**config.mk**
```make
export PLATFORM = sky130hd
export DESIGN_NAME = alu_ctrl_idex
export DESIGN_NICKNAME = d
export VERILOG_FILES = /design/src/rtl/alu_pkg.sv /design/src/rtl/alu_ctrl_decode.sv /design/src/rtl/alu_ctrl_idex.sv
export SDC_FILE = /design/constraint.sdc
export NUM_CORES = 1
export LEC_CHECK = 0
export CAP_MARGIN = 0
export CORE_MARGIN = 3
export CORE_UTILIZATION = 41
export DETAILED_ROUTE_END_ITERATION = 12
export PLACE_DENSITY_LB_ADDON = 0.05
export SYNTH_ARGS = -nofsm -noshare
export SYNTH_HDL_FRONTEND = slang
export SYNTH_SLANG_ARGS = --single-unit
```
**constraint.sdc**
```tcl
create_clock -name i_clk -period 1.5 [get_ports i_clk]
set_input_delay 0.15 -clock i_clk [delete_from_list [all_inputs] [get_ports i_clk]]
set_output_delay 0.15 -clock i_clk [all_outputs]
set_load 0.01 [all_outputs]
```
**src/rtl/alu_pkg.sv**
```systemverilog
// Shared encodings for the ALU control path: ALU field codes, opcode/funct values,
// operand-source selects and forward-select values.
// Purely declarative, so it adds no latency and has no flow control.
package alu_pkg;

   typedef enum logic [1:0] {SH_SLL = 2'd0, SH_SRL = 2'd1, SH_SRA = 2'd2, SH_ROR = 2'd3} shift_op_e;
   typedef enum logic       {AR_ADD = 1'b0, AR_SUB = 1'b1} arith_op_e;
   typedef enum logic [1:0] {LG_AND = 2'd0, LG_OR = 2'd1, LG_NOR = 2'd2, LG_XOR = 2'd3} logic_op_e;
   typedef enum logic [1:0] {SEL_SHIFT = 2'd0, SEL_SLT = 2'd1, SEL_ARITH = 2'd2, SEL_LOGIC = 2'd3} select_e;

   // Operand sources chosen by the decoder; only the *_RS / *_RT sources are forwardable.
   typedef enum logic [1:0] {SRC1_ZERO = 2'd0, SRC1_RS = 2'd1, SRC1_SHAMT = 2'd2, SRC1_C16 = 2'd3} src1_e;
   typedef enum logic [1:0] {SRC2_ZERO = 2'd0, SRC2_RT = 2'd1, SRC2_SIMM = 2'd2, SRC2_ZIMM = 2'd3} src2_e;

   // Forward selects; value 3 falls back to the registered operand.
   localparam logic [1:0] FWD_REG   = 2'd0;
   localparam logic [1:0] FWD_EXMEM = 2'd1;
   localparam logic [1:0] FWD_MEMWB = 2'd2;

   localparam logic [5:0] OP_RTYPE = 6'h00;
   localparam logic [5:0] OP_BEQ   = 6'h04;
   localparam logic [5:0] OP_BNE   = 6'h05;
   localparam logic [5:0] OP_ADDI  = 6'h08;
   localparam logic [5:0] OP_ADDIU = 6'h09;
   localparam logic [5:0] OP_SLTI  = 6'h0A;
   localparam logic [5:0] OP_SLTIU = 6'h0B;
   localparam logic [5:0] OP_ANDI  = 6'h0C;
   localparam logic [5:0] OP_ORI   = 6'h0D;
   localparam logic [5:0] OP_XORI  = 6'h0E;
   localparam logic [5:0] OP_LUI   = 6'h0F;
   localparam logic [5:0] OP_LW    = 6'h23;
   localparam logic [5:0] OP_SW    = 6'h2B;

   localparam logic [5:0] F_SLL  = 6'h00;
   localparam logic [5:0] F_SRL  = 6'h02;
   localparam logic [5:0] F_SRA  = 6'h03;
   localparam logic [5:0] F_SLLV = 6'h04;
   localparam logic [5:0] F_SRLV = 6'h06;
   localparam logic [5:0] F_SRAV = 6'h07;
   localparam logic [5:0] F_ADD  = 6'h20;
   localparam logic [5:0] F_ADDU = 6'h21;
   localparam logic [5:0] F_SUB  = 6'h22;
   localparam logic [5:0] F_SUBU = 6'h23;
   localparam logic [5:0] F_AND  = 6'h24;
   localparam logic [5:0] F_OR   = 6'h25;
   localparam logic [5:0] F_XOR  = 6'h26;
   localparam logic [5:0] F_NOR  = 6'h27;
   localparam logic [5:0] F_SLT  = 6'h2A;
   localparam logic [5:0] F_SLTU = 6'h2B;

   // ALU control fields as held in the ID/EX register.
   typedef struct packed {
      logic [1:0] shift_op;
      logic       arith_op;
      logic [1:0] logic_op;
      logic [1:0] sel;
      logic       sign;
   } ctrl_t;

endpackage

```
**src/rtl/alu_ctrl_decode.sv**
```systemverilog
// Instruction decoder: opcode/funct -> ALU control fields, operand sources, illegal, trap.
// Purely combinational, zero latency.
// No flow control; the enclosing pipeline stage handles stall/flush.
// Ports: opcode, funct, rot (instr[21]), shamt_lsb in; ALU fields, src1_sel, src2_sel, illegal, trap out.
// Macro ALU_CTRL_ROTATE_EN: when defined, funct 02/06 may decode to ROR.
module alu_ctrl_decode
   import alu_pkg::*;
(
   input  logic [5:0] opcode,
   input  logic [5:0] funct,
   input  logic       rot,
   input  logic       shamt_lsb,
   output logic [1:0] shift_op,
   output logic       arith_op,
   output logic [1:0] logic_op,
   output logic [1:0] sel,
   output logic       sign,
   output logic [1:0] src1_sel,
   output logic [1:0] src2_sel,
   output logic       illegal,
   output logic       trap
);

   logic ror_imm;
   logic ror_var;

`ifdef ALU_CTRL_ROTATE_EN
   assign ror_imm = rot;
   assign ror_var = shamt_lsb;
`else
   logic unused_rot;
   assign unused_rot = ^{rot, shamt_lsb};
   assign ror_imm    = 1'b0;
   assign ror_var    = 1'b0;
`endif

   always_comb begin
      // Defaults are the NOP controls (SLL, SHIFT, zero operands).
      shift_op = SH_SLL;
      arith_op = AR_ADD;
      logic_op = LG_AND;
      sel      = SEL_SHIFT;
      sign     = 1'b0;
      src1_sel = SRC1_ZERO;
      src2_sel = SRC2_ZERO;
      illegal  = 1'b0;
      trap     = 1'b0;
      case (opcode)
         OP_RTYPE: begin
            src1_sel = SRC1_RS;
            src2_sel = SRC2_RT;
            case (funct)
               F_SLL:  src1_sel = SRC1_SHAMT;
               F_SRL:  begin src1_sel = SRC1_SHAMT; shift_op = ror_imm ? SH_ROR : SH_SRL; end
               F_SRA:  begin src1_sel = SRC1_SHAMT; shift_op = SH_SRA; end
               F_SLLV: shift_op = SH_SLL;
               F_SRLV: shift_op = ror_var ? SH_ROR : SH_SRL;
               F_SRAV: shift_op = SH_SRA;
               F_ADD:  begin sel = SEL_ARITH; trap = 1'b1; end
               F_ADDU: sel = SEL_ARITH;
               F_SUB:  begin sel = SEL_ARITH; arith_op = AR_SUB; trap = 1'b1; end
               F_SUBU: begin sel = SEL_ARITH; arith_op = AR_SUB; end
               F_AND:  begin sel = SEL_LOGIC; logic_op = LG_AND; end
               F_OR:   begin sel = SEL_LOGIC; logic_op = LG_OR;  end
               F_XOR:  begin sel = SEL_LOGIC; logic_op = LG_XOR; end
               F_NOR:  begin sel = SEL_LOGIC; logic_op = LG_NOR; end
               F_SLT:  begin sel = SEL_SLT; arith_op = AR_SUB; sign = 1'b1; end
               F_SLTU: begin sel = SEL_SLT; arith_op = AR_SUB; end
               default: begin
                  src1_sel = SRC1_ZERO;
                  src2_sel = SRC2_ZERO;
                  illegal  = 1'b1;
               end
            endcase
         end
         OP_ADDI:  begin src1_sel = SRC1_RS; src2_sel = SRC2_SIMM; sel = SEL_ARITH; trap = 1'b1; end
         OP_ADDIU: begin src1_sel = SRC1_RS; src2_sel = SRC2_SIMM; sel = SEL_ARITH; end
         OP_SLTI:  begin src1_sel = SRC1_RS; src2_sel = SRC2_SIMM; sel = SEL_SLT; arith_op = AR_SUB; sign = 1'b1; end
         OP_SLTIU: begin src1_sel = SRC1_RS; src2_sel = SRC2_SIMM; sel = SEL_SLT; arith_op = AR_SUB; end
         OP_ANDI:  begin src1_sel = SRC1_RS; src2_sel = SRC2_ZIMM; sel = SEL_LOGIC; logic_op = LG_AND; end
         OP_ORI:   begin src1_sel = SRC1_RS; src2_sel = SRC2_ZIMM; sel = SEL_LOGIC; logic_op = LG_OR;  end
         OP_XORI:  begin src1_sel = SRC1_RS; src2_sel = SRC2_ZIMM; sel = SEL_LOGIC; logic_op = LG_XOR; end
         // LUI is realised as (imm << 16) on the shifter.
         OP_LUI:   begin src1_sel = SRC1_C16; src2_sel = SRC2_ZIMM; end
         OP_LW,
         OP_SW:    begin src1_sel = SRC1_RS; src2_sel = SRC2_SIMM; sel = SEL_ARITH; end
         OP_BEQ,
         OP_BNE:   begin src1_sel = SRC1_RS; src2_sel = SRC2_RT; sel = SEL_ARITH; arith_op = AR_SUB; end
         default:  illegal = 1'b1;
      endcase
   end

endmodule

```
**src/rtl/alu_ctrl_idex.sv**
```systemverilog
// ID/EX stage feeding the ALU: decode, operand build, pipeline register, EX forwarding.
// One cycle ID to outputs; forwarding muxes are combinational after the register.
// i_stall holds the register, i_flush (higher priority) loads a bubble; no handshake.
// Ports: i_clk, i_rst_n, ID inputs (i_valid, i_stall, i_flush, instr fields, rs/rt data),
//        forward selects and bypass data in; ALU operands/control, o_ovf_trap, o_valid, o_illegal out.
// Macro ALU_CTRL_ROTATE_EN (via alu_ctrl_decode): enables ROTR/ROTRV decode.
module alu_ctrl_idex #(
   parameter int WIDTH  = 32,
   parameter int FWD_EN = 1
) (
   input  logic             i_clk,
   input  logic             i_rst_n,
   input  logic             i_valid,
   input  logic             i_stall,
   input  logic             i_flush,
   input  logic [5:0]       i_opcode,
   input  logic [5:0]       i_funct,
   input  logic [4:0]       i_shamt,
   input  logic             i_rot,
   input  logic [15:0]      i_imm,
   input  logic [WIDTH-1:0] i_rs_data,
   input  logic [WIDTH-1:0] i_rt_data,
   input  logic [1:0]       i_fwd_a,
   input  logic [1:0]       i_fwd_b,
   input  logic [WIDTH-1:0] i_exmem_data,
   input  logic [WIDTH-1:0] i_memwb_data,
   output logic [WIDTH-1:0] o_data1,
   output logic [WIDTH-1:0] o_data2,
   output logic [1:0]       o_shift_op,
   output logic             o_arith_op,
   output logic [1:0]       o_logic_op,
   output logic [1:0]       o_select,
   output logic             o_sign,
   output logic             o_ovf_trap,
   output logic             o_valid,
   output logic             o_illegal
);
   import alu_pkg::*;

   ctrl_t      dec_ctrl;
   logic [1:0] src1_sel;
   logic [1:0] src2_sel;
   logic       dec_illegal;
   logic       dec_trap;

   alu_ctrl_decode u_decode (
      .opcode    (i_opcode),
      .funct     (i_funct),
      .rot       (i_rot),
      .shamt_lsb (i_shamt[0]),
      .shift_op  (dec_ctrl.shift_op),
      .arith_op  (dec_ctrl.arith_op),
      .logic_op  (dec_ctrl.logic_op),
      .sel       (dec_ctrl.sel),
      .sign      (dec_ctrl.sign),
      .src1_sel  (src1_sel),
      .src2_sel  (src2_sel),
      .illegal   (dec_illegal),
      .trap      (dec_trap)
   );

   logic [WIDTH-1:0] op1_d;
   logic [WIDTH-1:0] op2_d;

   always_comb begin
      case (src1_sel)
         SRC1_RS:    op1_d = i_rs_data;
         SRC1_SHAMT: op1_d = {{(WIDTH-5){1'b0}}, i_shamt};
         SRC1_C16:   op1_d = WIDTH'(16);
         default:    op1_d = '0;
      endcase
      case (src2_sel)
         SRC2_RT:   op2_d = i_rt_data;
         SRC2_SIMM: op2_d = {{(WIDTH-16){i_imm[15]}}, i_imm};
         SRC2_ZIMM: op2_d = {{(WIDTH-16){1'b0}}, i_imm};
         default:   op2_d = '0;
      endcase
   end

   ctrl_t            ctrl_q;
   logic [WIDTH-1:0] d1_q;
   logic [WIDTH-1:0] d2_q;
   logic             src1_reg_q;
   logic             src2_reg_q;
   logic             valid_q;
   logic             illegal_q;
   logic             trap_q;

   // A flush loads the same all-zero bubble as reset.
   always_ff @(posedge i_clk or negedge i_rst_n) begin
      if (!i_rst_n) begin
         ctrl_q     <= '0;
         d1_q       <= '0;
         d2_q       <= '0;
         src1_reg_q <= 1'b0;
         src2_reg_q <= 1'b0;
         valid_q    <= 1'b0;
         illegal_q  <= 1'b0;
         trap_q     <= 1'b0;
      end else if (i_flush) begin
         ctrl_q     <= '0;
         d1_q       <= '0;
         d2_q       <= '0;
         src1_reg_q <= 1'b0;
         src2_reg_q <= 1'b0;
         valid_q    <= 1'b0;
         illegal_q  <= 1'b0;
         trap_q     <= 1'b0;
      end else if (!i_stall) begin
         ctrl_q     <= dec_ctrl;
         d1_q       <= op1_d;
         d2_q       <= op2_d;
         src1_reg_q <= (src1_sel == SRC1_RS);
         src2_reg_q <= (src2_sel == SRC2_RT);
         valid_q    <= i_valid;
         illegal_q  <= dec_illegal & i_valid;
         trap_q     <= dec_trap & i_valid;
      end
   end

   // Forwarding stays live during a stall so a held instruction sees fresh bypass data.
   always_comb begin
      o_data1 = d1_q;
      o_data2 = d2_q;
      if (FWD_EN != 0) begin
         if (src1_reg_q) begin
            case (i_fwd_a)
               FWD_EXMEM: o_data1 = i_exmem_data;
               FWD_MEMWB: o_data1 = i_memwb_data;
               default:   o_data1 = d1_q;
            endcase
         end
         if (src2_reg_q) begin
            case (i_fwd_b)
               FWD_EXMEM: o_data2 = i_exmem_data;
               FWD_MEMWB: o_data2 = i_memwb_data;
               default:   o_data2 = d2_q;
            endcase
         end
      end
   end

   assign o_shift_op = ctrl_q.shift_op;
   assign o_arith_op = ctrl_q.arith_op;
   assign o_logic_op = ctrl_q.logic_op;
   assign o_select   = ctrl_q.sel;
   assign o_sign     = ctrl_q.sign;
   assign o_ovf_trap = trap_q;
   assign o_valid    = valid_q;
   assign o_illegal  = illegal_q;

endmodule

```
==> summary by stage <==
Outcome
The run finished, with violations left. The final reports fail on negative setup slack.

Timing
The portion of the clock cycle consumed by the worst path in the final layout is 1.216. Adding up every negative setup slack in the final design gives -12.90 ns. After layout, the worst setup slack is -0.3242 ns.

The clock period minus final worst setup slack is 1.824 ns. The relative slew slack is 0.7267. The final setup violation count is 69. The final worst clock skew is 0 ns.

Setup repair after global routing could not meet its margin everywhere. The final-report max-slew violation count is 0. For the pin with the worst max-slew slack, the measured transition is 0.4099 ns. The number of hold-slack violations in the final timing report came to 0.

Static timing analysis puts the maximum clock frequency at 0.5482 GHz.

Clock network
The number of clock sinks seen by CTS is 77. TritonCTS built the clock tree. The root buffer selected by CTS is sky130_fd_sc_hd__clkbuf_16. Counting the buffers created by CTS gives 9. The clock latency at the later pin of the worst-skew pair is 0.34 ns. The H-tree was split into 3 levels. No sink is reached through more buffers than the 2 on the longest clock path. The post-CTS clock slew at the launch and capture registers of the worst setup and hold paths is 0.06 ns.

Setup path
In this run the critical register-to-register path is captured at d1_q[4]$_DFFE_PN0P_. The setup path with the least slack is of type input port to primary output. For flop-to-flop paths, the worst setup slack is 0.47 ns. The critical path data arrival time is 1.67 ns.

The source of the critical timing path is i_fwd_b[1]. The slowest library cell on the worst path is sky130_fd_sc_hd__ha_1. The worst path required time is 1.35 ns. The worst-path maximum fanout is 5. The worst reg2reg path depth is 3.

The kind of start point of the critical path is an input port. STA classifies the critical path endpoint as a primary output. The startpoint of the worst-slack reg-to-reg timing path is d1_q[4]$_DFFE_PN0P_. Walking the worst path, the cells encountered are clkdlybuf4s15_1 > ha_1 > nand2b_4 > buf_12 > buf_8 > buf_16 > buf_6 > o21ai_2 > buf_2. For this run, the slowest stage of the critical path takes 0.34 ns.

Global routing
Entering global routing, the biggest net connects 35 pins. The global-route congestion overflow total is 0. Across every metal layer, demand over resource in global routing totals 0.3442. The number of antenna violations at the first check in global routing is 0. The wire length of the first global-routing pass is 35,020 um. The via count of the first global-routing pass is 6,426.

Route
The total iterations of the first detailed-routing run is 7. The residual DRC count is 0. After detailed routing, the total wire length is 25,630 um. Once detail routing completed, the nets flagged for antenna violations numbered 0. Across all layers, the routed design uses 6,488 vias. The routed length per placed instance is 25.38 um. The average vias per placed instance is 6.424. After the first detailed-routing iteration, the DRC count stood at 736.

Hold path
The launch instance of the worst min-delay path is i_funct[2]. The cell depth of the worst hold path is 3. The worst hold path terminates at o_arith_op$_DFFE_PN0P_. The worst hold path class is input port to flop.

Die
The initialized floorplan defines 38 standard-cell rows. The floorplan step set the die height to 114.2 um. The total I/O pin count is 246. The initial utilization of the core area, before any placement, comes to 0.4317. The horizontal extent of the die is 114.2 um. The die covers 13,050 um^2.

The core box area is 11,130 um^2.

Logic synthesis
Synthesis inferred 77 register bits. The number of distinct library cell variants in the gate-level netlist after synthesis is 55. The net count after synthesis is 703.

The synthesized area divided by synthesized cell count is 9.097 um^2. The total standard cell area after synthesis is 4803 um^2. The synthesis warning total is 0.

For this run, the register share of the synthesized area comes to 0.4011. For this run, the leading register cell type out of synthesis is sky130_fd_sc_hd__dfrtp_1. Of all cell types, the one taking the most synthesized area is sky130_fd_sc_hd__dfrtp_1. Synthesis handed over a netlist of 528 instances.

The share of synthesized area in the top cell type comes to 0.4011. The share of flip-flops with an asynchronous set or reset after synthesis is 1.000. The number of enable-type register cells in the synthesized netlist is 0. Sorting the synthesized cells by area gives the leading types as sky130_fd_sc_hd__dfrtp_1 40%, sky130_fd_sc_hd__a22oi_1 10%, sky130_fd_sc_hd__o21ai_0 6.9%, sky130_fd_sc_hd__a221o_1 6.5%, sky130_fd_sc_hd__nand2_1 5.4%.

Layout
0 antenna diodes ended up in the layout. The count of fill cells added during filler insertion is 539. The finished layout cell area is 9721 um^2. The fraction of layout instances using a drive strength above 1 is 0.4368.

Relative to the synthesized area, the layout overhead comes to 102.4%. Leaving out fill and tap cells, the most frequent cell in the layout is sky130_fd_sc_hd__clkdlybuf4s50_1. The number of nets at the end of the flow is 1,040.

In the layout the commonest cells are 163 x sky130_fd_sc_hd__clkdlybuf4s50_1, 76 x sky130_fd_sc_hd__dfrtp_1, 65 x sky130_fd_sc_hd__a22oi_1.

Power
For this design the ratio of total power to cell area is 629.5 nW/um^2. The sum of internal, switching and leakage power is 6.119 mW. The cell leakage power is 4.310 nW. The worst IR drop on VDD is 0.7262 mV.

Place
The detailed placer's ending HPWL is 14,150 um. The weighted congestion at the end of routability-driven global placement is 0.9321. At the placement stage, the worst setup path has a slack of -0.9553 ns. In this run the tool buffered the top-level ports with 244 buffer cells.

Summing all placed instances gives a cell area of 7846 um^2.

Flow run
The number of violations of the max-capacitance limit is 0.
[per-stage QoR]
| stage | cells | utilization | hold slack (ns) |
|---|---|---|---|
| after CTS | 996 | 0.8170 | 0.2040 |
| after floorplan | 528 | - | -0.1456 |
| after detailed placement | 926 | 0.7052 | 0.1006 |
| final | 1010 | 0.8737 | 0.1483 |
| after global routing | 1010 | 0.8737 | 0.1452 |
| after global placement | 926 | 0.7052 | 0.09192 |
[worst max-delay path by stage]
stage	slack, ns	to	cells past startpoint
final	-0.32	o_data2[18]	9
after CTS	-0.31	o_data2[9]	7
after detailed placement	-0.96	o_data2[0]	7
after global placement	-0.92	o_data2[0]	7
after floorplan	-0.06	d2_q[23]$_DFFE_PN0P_	8
after global routing	-0.33	o_data2[18]	9
[report_power, final]
part	switching [mW]	total, mW	internal, mW
Combinational	0.683	1.51	0.825
Sequential	0.0328	2.14	2.11
Clock	0.923	2.47	1.55
Total	1.64	6.12	4.48
[cell type report]
cell class                 count  area [um^2]  share of cell area
clock buffer                  12        256.5             0.02639
clock inverter                 4        70.07            0.007208
inverter                       8        30.03            0.003089
multi-input combinational    390         3395              0.3492
sequential                    77         1928              0.1984
tap                          140        175.2             0.01802
timing repair buffer         379         3866              0.3977
[state kept, by name, indices dropped and copies added, names as in the netlist, 2 cells and up]
signal      flops
o_select        2
o_shift_op      2
d1_q           32
d2_q           32
o_logic_op      2
[synth_stat cells (3+ instances only)]
cell	instances
sky130_fd_sc_hd__clkbuf_1	37
sky130_fd_sc_hd__nor2b_1	4
sky130_fd_sc_hd__buf_2	7
sky130_fd_sc_hd__a22o_1	27
sky130_fd_sc_hd__o22ai_1	4
sky130_fd_sc_hd__o2bb2ai_1	4
sky130_fd_sc_hd__nand2_1	69
sky130_fd_sc_hd__o21ai_0	66
sky130_fd_sc_hd__a21o_1	4
sky130_fd_sc_hd__a221o_1	31
sky130_fd_sc_hd__buf_6	4
sky130_fd_sc_hd__or3_1	3
sky130_fd_sc_hd__buf_4	3
sky130_fd_sc_hd__nor3_1	4
sky130_fd_sc_hd__nand2b_1	9
sky130_fd_sc_hd__ha_1	4
sky130_fd_sc_hd__a21oi_1	7
sky130_fd_sc_hd__inv_1	8
sky130_fd_sc_hd__nor3_2	3
sky130_fd_sc_hd__a22oi_1	67
sky130_fd_sc_hd__and2_1	30
sky130_fd_sc_hd__nor2_1	9
sky130_fd_sc_hd__nand3_1	6
sky130_fd_sc_hd__dfrtp_1	77
sky130_fd_sc_hd__mux2i_1	3
[critical path, delay by kind of cell]
family	cells	cell delay, ns
buffers and inverters	6	0.88
and+or+nand+nor	1	0.18
AOI/OAI and AO/OA	1	0.12
adders and majority gates	1	0.34
[timing repair]
| action | 4_1_cts | 5_1_grt |
|---|---|---|
| resized for setup | 536 | 137 |
| cloned | 15 | 6 |
| hold endpoints to repair | 26 | 0 |
| endpoints found under the setup margin | 136 | 133 |
| pin swaps | 53 | 61 |
| setup buffers | 38 | 20 |
| hold buffers | 1 | 0 |
[routing by layer]
metal,wire length (um),global-route usage
met5,0,0
met4,1211,0.1409
met3,2669,0.07294
met2,12340,0.5773
met1,9416,0.4315
[kinds of logic (layout without fill, tap and decap cells)]
kind of cell	count (synthesis)	count (layout)	share of synthesized area
AO/OA/AOI/OAI	230	230	0.3530
XOR/XNOR	2	2	0.003647
adder cells (fa/ha/maj)	4	4	0.01042
buffers and inverters	61	403	0.05809
flip-flops	77	77	0.4011
multiplexers	3	3	0.006252
AND/OR/NAND/NOR	151	151	0.1675
(Power assumes the default switching activity.)
